`config.mk`:
```
export PLATFORM = sky130hd
export DESIGN_NAME = cla_seq_ctrl_flat
export DESIGN_NICKNAME = d
export VERILOG_FILES = /design/src/rtl/cla_seq_ctrl_if.sv /design/src/rtl/cla_seq_ctrl.sv /design/src/flat_wrapper.sv
export SDC_FILE = /design/constraint.sdc
export NUM_CORES = 2
export LEC_CHECK = 0
export CAP_MARGIN = 20
export CORE_AREA = 8 8 371 373
export DETAILED_ROUTE_END_ITERATION = 8
export DIE_AREA = 0 0 379 381
export GPL_TIMING_DRIVEN = 0
export PLACE_DENSITY = 0.56
export RECOVER_POWER = 100
export SYNTH_ARGS = -nofsm -noshare
export SYNTH_HDL_FRONTEND = slang
export SYNTH_SLANG_ARGS = --single-unit
```
`constraint.sdc`:
```
create_clock -name clk -period 1.9 [get_ports clk]
set_input_delay 0.38 -clock clk [delete_from_list [all_inputs] [get_ports clk]]
set_output_delay 0.38 -clock clk [all_outputs]
set_load 0.005 [all_outputs]
```
`src/rtl/cla_seq_ctrl_if.sv`:
```
// Handshake and adder-slice bundle for cla_seq_ctrl.
// The sub bit exists only when CLA_SEQ_SUB_EN is defined.
interface cla_seq_if #(
  parameter int TOTAL_W = 256,
  parameter int SLICE_W = 64
);
  logic               in_valid;
  logic               in_ready;
  logic [TOTAL_W-1:0] a;
  logic [TOTAL_W-1:0] b;
  logic               cin;
`ifdef CLA_SEQ_SUB_EN
  logic               sub;
`endif
  logic [SLICE_W-1:0] slc_a;
  logic [SLICE_W-1:0] slc_b;
  logic               slc_cin;
  logic [SLICE_W-1:0] slc_sum;
  logic               slc_cout;
  logic               out_valid;
  logic               out_ready;
  logic [TOTAL_W-1:0] sum;
  logic               cout;

  // Request source plus the external adder slice.
  modport master (
`ifdef CLA_SEQ_SUB_EN
    output sub,
`endif
    output in_valid, a, b, cin, slc_sum, slc_cout, out_ready,
    input  in_ready, slc_a, slc_b, slc_cin, out_valid, sum, cout
  );

  modport slave (
`ifdef CLA_SEQ_SUB_EN
    input  sub,
`endif
    input  in_valid, a, b, cin, slc_sum, slc_cout, out_ready,
    output in_ready, slc_a, slc_b, slc_cin, out_valid, sum, cout
  );
endinterface

```
`src/rtl/cla_seq_ctrl.sv`:
```
// Wide adder sequencer: one shared SLICE_W carry-lookahead slice, one slice per cycle, LSB first.
// Optional subtract mode when CLA_SEQ_SUB_EN is defined.
module cla_seq_ctrl #(
  parameter int TOTAL_W = 256,
  parameter int SLICE_W = 64
) (
  input logic     clk,
  input logic     rst,
  cla_seq_if.slave io_bus
);
  localparam int NUM_SLICES = TOTAL_W / SLICE_W;
  localparam int IDX_W      = (NUM_SLICES > 1) ? $clog2(NUM_SLICES) : 1;
  localparam logic [IDX_W-1:0] LAST_IDX = IDX_W'(NUM_SLICES - 1);

  typedef enum logic [1:0] {
    ST_IDLE = 2'd0,
    ST_RUN  = 2'd1,
    ST_DONE = 2'd2
  } state_t;

  state_t             r_state;
  logic [IDX_W-1:0]   r_idx;
  logic [TOTAL_W-1:0] r_a;
  logic [TOTAL_W-1:0] r_b;
  logic [TOTAL_W-1:0] r_sum;
  logic               r_cout;
  logic               r_in_ready;
  logic               r_out_valid;
  logic [SLICE_W-1:0] r_slc_a;
  logic [SLICE_W-1:0] r_slc_b;
  logic               r_slc_cin;

  logic [TOTAL_W-1:0] w_b_in;
  logic               w_cin_in;
  logic [IDX_W-1:0]   w_idx_nxt;

  function automatic logic [SLICE_W-1:0] f_slice(input logic [TOTAL_W-1:0] v,
                                                 input logic [IDX_W-1:0]   i);
    f_slice = v[int'(i)*SLICE_W +: SLICE_W];
  endfunction

`ifdef CLA_SEQ_SUB_EN
  // Subtract is a + ~b + 1; cin is ignored in that mode.
  assign w_b_in   = io_bus.sub ? ~io_bus.b : io_bus.b;
  assign w_cin_in = io_bus.sub ? 1'b1 : io_bus.cin;
`else
  assign w_b_in   = io_bus.b;
  assign w_cin_in = io_bus.cin;
`endif

  assign w_idx_nxt = r_idx + IDX_W'(1);

  // r_slc_cin doubles as the inter-slice carry register; the slice outputs are
  // preloaded one edge ahead so they are registered yet aligned with r_idx.
  always_ff @(posedge clk) begin
    if (rst) begin
      r_state     <= ST_IDLE;
      r_idx       <= '0;
      r_a         <= '0;
      r_b         <= '0;
      r_sum       <= '0;
      r_cout      <= 1'b0;
      r_in_ready  <= 1'b1;
      r_out_valid <= 1'b0;
      r_slc_a     <= '0;
      r_slc_b     <= '0;
      r_slc_cin   <= 1'b0;
    end else begin
      case (r_state)
        ST_IDLE: begin
          if (io_bus.in_valid && r_in_ready) begin
            r_a        <= io_bus.a;
            r_b        <= w_b_in;
            r_idx      <= '0;
            r_slc_a    <= io_bus.a[SLICE_W-1:0];
            r_slc_b    <= w_b_in[SLICE_W-1:0];
            r_slc_cin  <= w_cin_in;
            r_in_ready <= 1'b0;
            r_state    <= ST_RUN;
          end else begin
            r_in_ready <= 1'b1;
            r_state    <= ST_IDLE;
          end
        end
        ST_RUN: begin
          r_sum[int'(r_idx)*SLICE_W +: SLICE_W] <= io_bus.slc_sum;
          if (r_idx == LAST_IDX) begin
            r_cout      <= io_bus.slc_cout;
            r_out_valid <= 1'b1;
            r_slc_a     <= '0;
            r_slc_b     <= '0;
            r_slc_cin   <= 1'b0;
            r_state     <= ST_DONE;
          end else begin
            r_idx     <= w_idx_nxt;
            r_slc_a   <= f_slice(r_a, w_idx_nxt);
            r_slc_b   <= f_slice(r_b, w_idx_nxt);
            r_slc_cin <= io_bus.slc_cout;
            r_state   <= ST_RUN;
          end
        end
        ST_DONE: begin
          if (io_bus.out_ready) begin
            r_out_valid <= 1'b0;
            r_in_ready  <= 1'b1;
            r_state     <= ST_IDLE;
          end else begin
            r_out_valid <= 1'b1;
            r_state     <= ST_DONE;
          end
        end
        default: begin
          r_state     <= ST_IDLE;
          r_idx       <= '0;
          r_in_ready  <= 1'b1;
          r_out_valid <= 1'b0;
          r_slc_a     <= '0;
          r_slc_b     <= '0;
          r_slc_cin   <= 1'b0;
        end
      endcase
    end
  end

  assign io_bus.in_ready  = r_in_ready;
  assign io_bus.out_valid = r_out_valid;
  assign io_bus.sum       = r_sum;
  assign io_bus.cout      = r_cout;
  assign io_bus.slc_a     = r_slc_a;
  assign io_bus.slc_b     = r_slc_b;
  assign io_bus.slc_cin   = r_slc_cin;
endmodule
```
`src/flat_wrapper.sv`:
```
// flat-port wrapper written by rule: the top's interface ports become plain ports
module cla_seq_ctrl_flat 
#(
  parameter int TOTAL_W = 256,
  parameter int SLICE_W = 64
)
  (clk, rst, io_bus_in_valid, io_bus_a, io_bus_b, io_bus_cin, io_bus_slc_sum, io_bus_slc_cout, io_bus_out_ready, io_bus_in_ready, io_bus_slc_a, io_bus_slc_b, io_bus_slc_cin, io_bus_out_valid, io_bus_sum, io_bus_cout);
  cla_seq_if #(.TOTAL_W(TOTAL_W), .SLICE_W(SLICE_W)) io_bus_i ();
  input logic clk;
  input logic rst;
  input wire logic [$bits(io_bus_i.in_valid)-1:0] io_bus_in_valid;
  input wire logic [$bits(io_bus_i.a)-1:0] io_bus_a;
  input wire logic [$bits(io_bus_i.b)-1:0] io_bus_b;
  input wire logic [$bits(io_bus_i.cin)-1:0] io_bus_cin;
  input wire logic [$bits(io_bus_i.slc_sum)-1:0] io_bus_slc_sum;
  input wire logic [$bits(io_bus_i.slc_cout)-1:0] io_bus_slc_cout;
  input wire logic [$bits(io_bus_i.out_ready)-1:0] io_bus_out_ready;
  output wire logic [$bits(io_bus_i.in_ready)-1:0] io_bus_in_ready;
  output wire logic [$bits(io_bus_i.slc_a)-1:0] io_bus_slc_a;
  output wire logic [$bits(io_bus_i.slc_b)-1:0] io_bus_slc_b;
  output wire logic [$bits(io_bus_i.slc_cin)-1:0] io_bus_slc_cin;
  output wire logic [$bits(io_bus_i.out_valid)-1:0] io_bus_out_valid;
  output wire logic [$bits(io_bus_i.sum)-1:0] io_bus_sum;
  output wire logic [$bits(io_bus_i.cout)-1:0] io_bus_cout;
  assign io_bus_i.in_valid = io_bus_in_valid;
  assign io_bus_i.a = io_bus_a;
  assign io_bus_i.b = io_bus_b;
  assign io_bus_i.cin = io_bus_cin;
  assign io_bus_i.slc_sum = io_bus_slc_sum;
  assign io_bus_i.slc_cout = io_bus_slc_cout;
  assign io_bus_i.out_ready = io_bus_out_ready;
  assign io_bus_in_ready = io_bus_i.in_ready;
  assign io_bus_slc_a = io_bus_i.slc_a;
  assign io_bus_slc_b = io_bus_i.slc_b;
  assign io_bus_slc_cin = io_bus_i.slc_cin;
  assign io_bus_out_valid = io_bus_i.out_valid;
  assign io_bus_sum = io_bus_i.sum;
  assign io_bus_cout = io_bus_i.cout;
  cla_seq_ctrl #(.TOTAL_W(TOTAL_W), .SLICE_W(SLICE_W)) u_core (.clk(clk), .rst(rst), .io_bus(io_bus_i));
endmodule
```
==> results by group <==
Run status
  – Status: finished, violations left
  – Violated checks: DRC, setup timing

Synthesis
  – Fraction of the yosys area taken by sequential cells: 50.13%
  – Mean Syn Cell Area: 8.591 sq um
  – Adder-cell share of the synthesized area: 0.3119%
  – Synth warn: 0
  – Simple-gate share of the synthesized area: 16.07%
  – Largest family of logic cells by synthesized area: compound AO/OA/AOI/OAI gates
  – Primary FF master, synth: dfxtp_1
  – Post-Syn Area: 36100 sq um
  – Synth Register Bits: 904
  – Synth cell types: 38
  – Synthesized Nets: 4793
  – Ys async rst share: 0%
  – Number of enable flip-flop cells after synthesis: 0
  – Xor/xnor share of the synthesized area: 0%
  – Multiplexer share of the synthesized area: 7.985%
  – Synth Area in Compound Gates: 20.21%
  – Gate Count Post-Synth: 4202

Route
  – Vias per cell: 5.205
  – Avg WL per Cell: 27.46 microns
  – Final WL: 198.9 mm
  – Drt pass-1 iters: 9
  – Routed vias: 37690
  – DRC Markers: 1
  – Routed Antenna Nets: 0
  – First-iteration detailed-routing DRC count: 3677

Global routing
  – Initial antenna violation count: 48
  – First-pass GRT wire length: 273.2 mm
  – Largest net degree at the start of global routing: 15
  – Met1 usage: 31.97%
  – Top Usage Layer GRT: met2
  – M2 GR Usage: 42.86%
  – Overall routing resource usage: 25.77%
  – Number of global-route vias before repair: 36820
  – Met3 Usage GRT: 6.706%
  – Total congestion overflow: 0

Hold path
  – Min-Delay Path Depth: 3
  – Worst hold start: io_bus_b[222]
  – Hold Crit Class: in2reg
  – WHS Endpoint: u_core.r_b[222]$_SDFFE_PP0P_

CTS
  – H-tree depth: 3
  – CTS Sinks: 904
  – CTS max path bufs: 3
  – CTS tree: built
  – Clk slew on worst S/H paths: 0.06 ns
  – Clock latency on the worst-skew pair: 0.72 ns
  – TritonCTS buffer count: 103
  – Clock root buffer: clkbuf_16

Final layout
  – Final net count: 5952
  – P&R area growth vs syn: 50.81%
  – Finished Core Util: 41.21%
  – Fillers: 13480
  – Share of cells above drive strength 1: 15.64%

Critical path
  – Register-to-register setup slack: -0.44 ns
  – R2R cell count: 7
  – Setup Crit Path Kind: reg2reg
  – R2R Path End: u_core.io_bus.slc_a[37]$_SDFFE_PP0P_
  – Data required, critical path: 2.45 ns
  – Critical Path Source Type: register
  – CP Capture Type: register
  – Critical path peak fanout: 10
  – Arr. time, crit path: 2.89 ns
  – R2R Path Start: u_core.r_idx[0]$_SDFFE_PP0P_

Floorplanning
  – Chip Width: 379 microns
  – Initial Utilization: 27.32%
  – Area of the core: 132100 sq um
  – Height of the chip: 381 microns
  – Cell Rows: 134
  – Die ar.: 144400 sq um
  – I/O pins: 970

Timing
  – Final hold violations: 0
  – Fmax achieved: 427.8 MHz
  – Worst-Margin Slew: 1.159 ns
  – Final period utilization: 123.0%
  – Slew margin rel.: 22.70%
  – Final worst setup slack: -0.4376 ns
  – Clk_skew: 0.04127 ns
  – RSZ-0062 raised after global routing: yes
  – Endpoints failing setup: 1006
  – Final Critical Period: 2.338 ns
  – Final slew viol count: 0

Power
  – PnR Total Power: 51.73 mW
  – Pleak: 19.88 nW
  – Power Dens Cells: 950.2 nW/um^2
  – VDD IR-drop max: 0.0007098 V

Placed design
  – Routability Congestion: 0.8984
  – Port Buffers: 968
  – Post-DP HPWL: 151.0 mm

Run
  – Max-cap check violation count: 0
==> report_power, final <==
group | total (mW) | switching, mW | leakage [nW] | internal, mW
clock | 20.9 | 8.66 | 1.72 | 12.2
sequential | 21.0 | 0.797 | 7.40 | 20.2
combinational | 9.84 | 5.27 | 10.8 | 4.57
==> synthesized netlist by cell type (all sizes together) (2+ instances only) <==
| master | instances | share of area, % |
|---|---|---|
| nor2b | 3 | 0.052 |
| a311oi | 2 | 0.049 |
| inv | 5 | 0.052 |
| clkbuf | 238 | 2.5 |
| nand3 | 101 | 1.4 |
| o21ai | 4 | 0.055 |
| nand4b | 35 | 0.85 |
| nor4bb | 2 | 0.055 |
| nor2 | 124 | 1.3 |
| ha | 9 | 0.31 |
| dfxtp | 904 | 50 |
| nand2 | 1168 | 12 |
| buf | 176 | 2.8 |
| and2 | 3 | 0.052 |
| o311ai | 2 | 0.049 |
| nor3b | 2 | 0.055 |
| a211oi | 128 | 2.7 |
| a222oi | 127 | 3.5 |
| a21oi | 778 | 11 |
| mux2 | 256 | 8.0 |
| a32oi | 122 | 3.0 |
==> registers in the layout (all words and copies together) (netlist names) <==
| name | flops |
|---|---|
| u_core.io_bus.slc_b | 64 |
| u_core.io_bus.cout | 1 |
| u_core.io_bus.slc_cin | 1 |
| u_core.io_bus.slc_a | 64 |
| u_core.io_bus.in_ready | 1 |
| u_core.r_state | 2 |
| u_core.io_bus.sum | 256 |
| u_core.r_b | 256 |
| u_core.io_bus.out_valid | 1 |
| u_core.r_idx | 2 |
| u_core.r_a | 256 |
==> worst max-delay path, stage by stage, from the launching register on <==
cell and delay (ns):
dfxtp_4 0.40, inv_4 0.05, ha_4 0.28, buf_6 0.26, buf_4 0.26, mux2_2 0.36
a222oi_1 0.38, a211oi_1 0.14
==> layer usage <==
| metal | part of all wire [%] | wire [microns] |
|---|---|---|
| met4 | 4.2 | 8308 |
| met1 | 40 | 79900 |
| met2 | 47 | 93560 |
| met5 | 0.063 | 125 |
| met3 | 8.5 | 16960 |
==> cell type report <==
| class | count | area, sq um | share of cell area [%] |
|---|---|---|---|
| timing repair buffer | 1058 | 10980 | 20.17 |
| clock buffer | 157 | 3062 | 5.623 |
| sequential | 904 | 18130 | 33.30 |
| clock inverter | 34 | 447.9 | 0.8227 |
| inverter | 6 | 32.53 | 0.05975 |
| antenna | 26 | 65.06 | 0.1195 |
| multi-input combinational | 2878 | 16720 | 30.71 |
| buffer | 410 | 2796 | 5.136 |
| tap | 1768 | 2212 | 4.063 |
==> kinds of logic after synthesis <==
logic type | count (synthesis)
adder cells (fa/ha/maj) | 9
AO/OA/AOI/OAI | 1168
AND/OR/NAND/NOR | 1445
multiplexers | 256
flip-flops | 904
buffers and inverters | 420
==> worst max-delay path by stage <==
stage | startpoint | depth (start not counted) | endpoint | slack [ns]
2_1_floorplan | u_core.r_idx[0]$_SDFFE_PP0P_ | 8 | u_core.io_bus.slc_a[38]$_SDFFE_PP0P_ | 0.005
3_3_place_gp | io_bus_in_valid | 6 | u_core.io_bus.slc_b[0]$_SDFFE_PP0P_ | -2.09
3_5_place_dp | io_bus_in_valid | 6 | u_core.io_bus.slc_a[56]$_SDFFE_PP0P_ | -1.47
4_1_cts | u_core.r_idx[0]$_SDFFE_PP0P_ | 9 | u_core.io_bus.slc_b[61]$_SDFFE_PP0P_ | -0.43
5_1_grt | u_core.r_idx[0]$_SDFFE_PP0P_ | 9 | u_core.io_bus.slc_b[22]$_SDFFE_PP0P_ | -0.44
6_report | u_core.r_idx[0]$_SDFFE_PP0P_ | 7 | u_core.io_bus.slc_a[37]$_SDFFE_PP0P_ | -0.44
==> stage by stage <==
stage          setup WS (ns)  cell area (sq um)  std cells  setup TNS [ns]  hold slack, ns
2_1_floorplan       0.004545              36170       4202               0          0.4329
3_3_place_gp          -2.094              48070       6938         -953.84          0.4376
3_5_place_dp          -1.470              48140       6942         -825.48          0.4421
4_1_cts              -0.4281              53220       7178         -163.50          0.1411
5_1_grt              -0.4401              54410       7228         -237.19          0.1649
6_report             -0.4376              54440       7241         -130.60          0.2162
==> cells in the final DEF, fill, tap and decap left out, types with 23 or more instances in the layout <==
master | synthesis | routed
buf_4 | 10 | 42
diode_2 | 0 | 26
a21oi_2 | 0 | 23
nand3_1 | 101 | 97
buf_12 | 0 | 37
buf_2 | 129 | 65
a32oi_1 | 122 | 120
nand2_1 | 1168 | 1165
dfxtp_1 | 904 | 886
clkbuf_2 | 0 | 75
a211oi_1 | 128 | 128
nand4b_1 | 35 | 35
clkbuf_4 | 0 | 30
a21oi_1 | 778 | 755
clkbuf_1 | 238 | 192
mux2_4 | 0 | 117
a222oi_1 | 127 | 127
buf_8 | 0 | 25
mux2_2 | 256 | 139
clkbuf_16 | 0 | 116
clkdlybuf4s50_1 | 0 | 909
nor2_1 | 124 | 124
clkbuf_8 | 0 | 33
buf_6 | 18 | 56
==> repair_timing <==
item | 4_1_cts | 5_1_grt
gates cloned | 13 | 12
hold buffers | 0 | 0
pin swaps | 93 | 222
setup endpoints to repair | 1290 | 1258
buffers inserted | 35 | 26
resized for setup | 371 | 356
No activity file was read; power rests on OpenSTA's default activity.
